## src/rtl/part_mux_scanner.sv

```systemverilog
// part_mux_scanner: registered NCH:1 x WIDTH selector with valid/ready handshake and auto-scan sequencer
//   clk, reset_n         clock, async active-low reset
//   in_data              channel k at [k*WIDTH +: WIDTH]
//   sel, en_n, mode      direct select, active-low enable, 00 direct / 01 scan-once / 10 scan-continuous / 11 hold
//   start                one-cycle scan start pulse
//   q, q_n, q_chan       registered sample, its complement, source channel
//   q_valid, q_ready     output handshake (ready used in scan modes only)
//   busy, done           scanning / one-cycle end of scan-once
module part_mux_scanner #(
    parameter int WIDTH = 1,
    parameter int NCH   = 8,
    parameter int SELW  = 3
) (
    input  logic                 clk,
    input  logic                 reset_n,
    input  logic [NCH*WIDTH-1:0] in_data,
    input  logic [SELW-1:0]      sel,
    input  logic                 en_n,
    input  logic [1:0]           mode,
    input  logic                 start,
    output logic [WIDTH-1:0]     q,
    output logic [WIDTH-1:0]     q_n,
    output logic [SELW-1:0]      q_chan,
    output logic                 q_valid,
    input  logic                 q_ready,
    output logic                 busy,
    output logic                 done
);
    typedef enum logic {IDLE, SCAN} state_t;
    localparam logic [SELW-1:0] LAST = SELW'(NCH - 1);
    state_t          state;
    logic [SELW-1:0] idx;
    logic [SELW-1:0] nxt;
    logic [WIDTH-1:0] ch [2**SELW];
    // unpopulated select codes read as zero
    for (genvar k = 0; k < 2**SELW; k++) begin : g_ch
        if (k < NCH) begin : g_used
            assign ch[k] = in_data[k*WIDTH +: WIDTH];
        end else begin : g_pad
            assign ch[k] = '0;
        end
    end
    assign nxt  = idx + 1'b1;
    assign q_n  = ~q;
    assign busy = state == SCAN;
    always_ff @(posedge clk or negedge reset_n)
        if (!reset_n) begin
            state   <= IDLE;
            idx     <= '0;
            q       <= '0;
            q_chan  <= '0;
            q_valid <= 1'b0;
            done    <= 1'b0;
        end else begin
            done <= 1'b0;
            if (en_n) begin
                state   <= IDLE;
                idx     <= '0;
                q       <= '0;
                q_valid <= 1'b0;
            end else if (mode == 2'b00) begin
                state   <= IDLE;
                idx     <= '0;
                q       <= ch[sel];
                q_chan  <= sel;
                q_valid <= 1'b1;
            end else if (mode == 2'b11) begin
                state   <= IDLE;
                idx     <= '0;
                q_valid <= 1'b0;
            end else if (state == IDLE) begin
                if (start) begin
                    state   <= SCAN;
                    idx     <= '0;
                    q       <= ch[0];
                    q_chan  <= '0;
                    q_valid <= 1'b1;
                end else begin
                    q_valid <= 1'b0;
                end
            end else if (q_ready) begin
                // q_valid is always set in SCAN, so q_ready alone marks a transfer
                if (idx != LAST) begin
                    idx    <= nxt;
                    q      <= ch[nxt];
                    q_chan <= nxt;
                end else if (mode == 2'b01) begin
                    state   <= IDLE;
                    idx     <= '0;
                    q_valid <= 1'b0;
                    done    <= 1'b1;
                end else begin
                    idx    <= '0;
                    q      <= ch[0];
                    q_chan <= '0;
                end
            end
        end
endmodule

```

## config.mk

```make
export PLATFORM = sky130hd
export DESIGN_NAME = part_mux_scanner
export DESIGN_NICKNAME = d
export VERILOG_FILES = /design/src/rtl/part_mux_scanner.sv
export SDC_FILE = /design/constraint.sdc
export NUM_CORES = 1
export LEC_CHECK = 0
export CORE_UTILIZATION = 35
export CTS_BUF_LIST = sky130_fd_sc_hd__clkbuf_8
export DETAILED_ROUTE_END_ITERATION = 8
export GPL_TIMING_DRIVEN = 0
export HOLD_SLACK_MARGIN = 0.03
export PLACE_DENSITY = 0.72
export RECOVER_POWER = 50
export SLEW_MARGIN = 20
export SYNTH_ARGS = -nofsm -noshare
export SYNTH_HDL_FRONTEND = slang
export SYNTH_SLANG_ARGS = --single-unit
```

## constraint.sdc

```tcl
create_clock -name clk -period 4 [get_ports clk]
set_clock_uncertainty 0.05 [all_clocks]
set_input_delay 0.4 -clock clk [delete_from_list [all_inputs] [get_ports clk]]
set_output_delay 0.4 -clock clk [all_outputs]
set_load 0.05 [all_outputs]
```

# [Word-level counts from Yosys, hierarchy flattened]
# Cells that the tools add are included.
# W data, S select, Z words.
[op_classes] reduce_logical=8 muxes=49 n_lt_le_gt_ge=2 n_eq_ne=12 bitwise_logic=4 addsub=1
[ops] op="$mux W3" count=13
[ops] op="$mux W1" count=34
[ops] op="$ne A5 B5 Y1 const B" count=2
[ops] op="$ge A4 B4 Y1 const B" count=2
[ops] op="$not A3 Y4" count=2
[ops] op="$bmux W1 S3" count=2
[ops] op="$ne A3 B3 Y1 const B" count=2
[ops] op="$ne A5 B2 Y1 const B" count=1
[ops] op="$ne A5 B3 Y1 const B" count=1
[ops] op="$reduce_and A5 Y1" count=1
[ops] op="$reduce_bool A5 Y1" count=1
[ops] op="$ne A4 B3 Y1 const B" count=1
[ops] op="$ne A4 B4 Y1 const B" count=1
[ops] op="$reduce_and A4 Y1" count=1
[ops] op="$reduce_bool A4 Y1" count=1
[ops] op="$add A3 B1 Y3 const B" count=1
[ops] op="$ne A3 B2 Y1 const B" count=1
[ops] op="$reduce_and A3 Y1" count=1
[ops] op="$reduce_bool A3 Y1" count=1
[ops] op="$eq A2 B1 Y1 const B" count=1
[ops] op="$eq A2 B2 Y1 const B" count=1
[ops] op="$logic_not A2 Y1" count=1
[ops] op="$ne A2 B2 Y1 const B" count=1
[ops] op="$not A1 Y1" count=2
[ops] op="$reduce_and A2 Y1" count=1
[word_totals] input_bits=18 reg_bits=10 wordCells=82 output_inout_bits=8

# [Longest topological paths before layout]
[logic_depth] ltp_word=11 depth_mapped=7 depth_no_buf=6

# [Worst setup path after synthesis]
# No wires, ideal clock.
[synth_path] path_type="register to register" start="register idx[0]" end="register q" t_arrival_ps=1995 t_required_ps=3821 n_path_buf=0 stages_incl_launch_ff=7 path_slack_ps=1826 period_less_slack_ps=2174 setup_ps=129 path_cell_list="dfrtp_1 > ha_1 > ha_1 > mux4_1 > mux2_2 > nor4_2 > o32ai_1"
[synth_via] elab_chain_cells=11 word_cells_on_any_way=14 cone_classes="add/sub: 1; eq/ne: 2; mux: 9; bitwise: 1; reduce/logical: 1"
[synth_rtl] element="from (decl)" line_no="32" text="logic [SELW-1:0] idx;"
[synth_rtl] element="from (signal assigned)" line_no="84" text="idx <= nxt;"
[synth_rtl] element="$add A3 B1 Y3" line_no="43" text="assign nxt = idx + 1'b1;"
[synth_rtl] element="$not A3 Y4 (implied by the code)" line_no="85" text="q <= ch[nxt];"
[synth_rtl] element="$bmux W1 S3" line_no="85"
[synth_rtl] element="$mux W1 (implied by the code) (2 in series)" line_no="85"
[synth_rtl] element="$mux W1" line_no="83" text="if (idx != LAST) begin"
[synth_rtl] element="$mux W1" line_no="81" text="end else if (q_ready) begin"
[synth_rtl] element="$mux W1" line_no="71" text="end else if (state == IDLE) begin"
[synth_rtl] element="$mux W1" line_no="67" text="end else if (mode == 2'b11) begin"
[synth_rtl] element="$mux W1" line_no="61" text="end else if (mode == 2'b00) begin"
[synth_rtl] element="$mux W1" line_no="56" text="if (en_n) begin"
[synth_rtl] element="to (signal assigned)" line_no="64" text="q <= ch[sel];"
[synth_rtl] element="to (signal assigned)" line_no="75" text="q <= ch[0];"
[synth_rtl] element="to (signal assigned)" line_no="85"
[synth_rtl] element="to (decl)" line_no="21" text="output logic [WIDTH-1:0] q,"
# Parallel ways exist; a longest one is shown, timed or not. The select of a mux whose other input is x is not followed.
# A chain may end at the register's enable or synchronous reset.

# [Worst setup path after layout]
# Same ends and word-level chain as after synthesis.

==> results.cfg <==
[clocking]
cts_resized = 0
h-tree-depth = 1
clock_sinks = 10
clk_latency_ns = 0.23
cts_max_path_buffers = 2
cts_root_buf = clkbuf_8
ctsHoldBuffers = 0
numCtsBuffers = 3
postCtsSetupRepairBufs = 0
cts_tree = done
clk_pin_slew_ns = 0.04

[finish]
area_delta_synth_final_pct = 42.5
diodes = 0
nNetsFinal = 128
drive_gt1_share_pct = 15.7
design_area_mm2 = 0.00109
final_cell_mix = 22 x clkdlybuf4s50_1, 10 x dfrtp_1, 8 x nor2_1
fin_cells = 129
fin_util_pct = 54.5
final_common_cell = clkdlybuf4s50_1

[yosys]
synth_area_um2 = 766
ys_types = 29
syn-num-nets = 98
ys_seq_area_share_pct = 32.7
yosys_warnings = 0
synth_cells = 74
postSynthAreaPerCell_um2 = 10.3
ys_ff_latch = 10

[die]
row_count = 16
dieHeight_um = 48.8
coreArea_mm2 = 0.00200
die_w_um = 48.8
die-area_mm2 = 0.00238
start_util_pct = 38.2
io_pins = 26

[place]
dp_cells = 126
io_buffers = 25
hpwl_mm = 1.38
place_area_mm2 = 0.00105
gp_congestion = 0.786

[sta]
slew_violations = 0
tightestPinTransition_ns = 0.499
clock.fmax_mhz = 423
finalSetupViolations = 0
finalCritPeriodShare_pct = 59.2
fin_crit_ns = 2.37
hold_viol = 0
slew_headroom_pct = 66.6
fin_setup_tns_ns = 0
grt_setup_unrepaired = false

[grt]
grt_pass1_wl_mm = 2.90
track_usage_pct = 15.9
overflow = 0
grt_max_degree = 11
grt_pass1_vias = 661
antenna_found_initial = 0

[setup_path]
crit_type = reg -> reg
start_kind = flip-flop
crit_arrival_ns = 2.42
crit_fanout = 6
endpoint_kind = flip-flop
worstRegToRegCells = 6
required_ns = 4.06

[power_and_ir_drop]
vdd.ir_drop.worst_mv = 0.212
leakagePower_uw = 0.000469
p_per_area_mw_per_mm2 = 294

[routing]
wire_per_inst_um = 13.1
viasPerCell = 5.07
dr.first_iter.drc_count = 2
routed_wl_mm = 1.69
ant_nets = 0
drc = 0
vias = 654
first_pass_iters = 4

[worst_hold_path]
hp-class = reg -> reg
min_delay_path_depth = 1

[flow_run]
max-cap-violations = 0

[status]
outcome = finished clean
## final cells by class
cell class | instances | area, µm²
multi-input combinational | 56 | 484
buffer | 3 | 12.5
sequential | 10 | 250
fill | 184 | 911
timing repair buffer | 25 | 250
inverter | 5 | 18.8
tap | 27 | 33.8
clock buffer | 3 | 41.3
## per-stage QoR
stage	power [µW]	worst slack, ns	hold WS (ns)
floorplan	177	1.83	0.0544
global placement	221	1.66	0.441
detailed placement	221	1.62	0.447
CTS	326	1.63	0.450
global route	339	1.52	0.482
finish	321	1.63	0.457
## kinds of logic (layout without fill, tap and decap cells)
family,after synthesis,count (layout),synth area share [%]
mux,12,12,24.2
compound gates,12,12,11.6
buf+inv,8,36,4.08
flops,10,10,32.7
fa+ha+maj,6,6,9.80
simple gates,26,26,17.6
## routing by layer
metal	vias to the layer above	track usage (%)	wire [µm]	part of all wire (%)
li1	327	-	-	-
met2	20	25.2	790	47
met5	-	0	0	0
met3	5	5.30	84	5.0
met4	0	7.84	24	1.4
met1	302	19.3	794	47
## registers in the layout, indices dropped and copies added (netlist names)
name and flops:
idx 3, q_chan 3, busy 1, done 1, q 1, q_valid 1
## report_power, final
| group | internal, µW | switching (µW) | leakage [µW] |
|---|---|---|---|
| sequential | 109 | 3.58 | 0.000135 |
| clock | 65.6 | 36.1 | 0.0000216 |
| combinational | 48.1 | 59.3 | 0.000312 |
## worst max-delay path, stage by stage, from the launching register on
cell     delay [ns]
dfrtp_1        0.44
ha_1           0.25
ha_1           0.37
mux4_1         0.58
mux2_2         0.29
nor4_2         0.13
o32ai_1        0.12
## final timing paths
check | startpoint | end | slack, ns
setup / recovery | idx[0] | q | 1.63
hold / removal | q_valid | q_valid | 0.46
setup reg to reg | idx[0] | q | 1.63
hold reg to reg | q_valid | q_valid | 0.46
max in group asynchronous | reset_n | q_chan[0] | 3.09
min in group asynchronous | reset_n | q | 0.50
## cell usage after synthesis, drive strengths merged
master  number  area share [%]
ha           6             9.8
buf          1            0.65
mux4         4              13
a21oi        3             2.0
a22oi        1            0.98
o21ai        3             2.0
o32a         1             1.3
nor2         8             3.9
o32ai        1             1.1
dfrtp       10              33
nor4         2             2.5
a211oi       1             1.6
nand2b       2             1.6
and3b        1             1.1
nor3b        1            0.98
a31oi        1             1.6
nor2b        2             2.0
nor3         2             1.3
mux2i        2             2.6
inv          5             2.5
o31ai        1            0.98
nand2        7             3.4
mux2         6             8.8
clkbuf       2            0.98
or3          1            0.82
(Power assumes the default switching activity.)
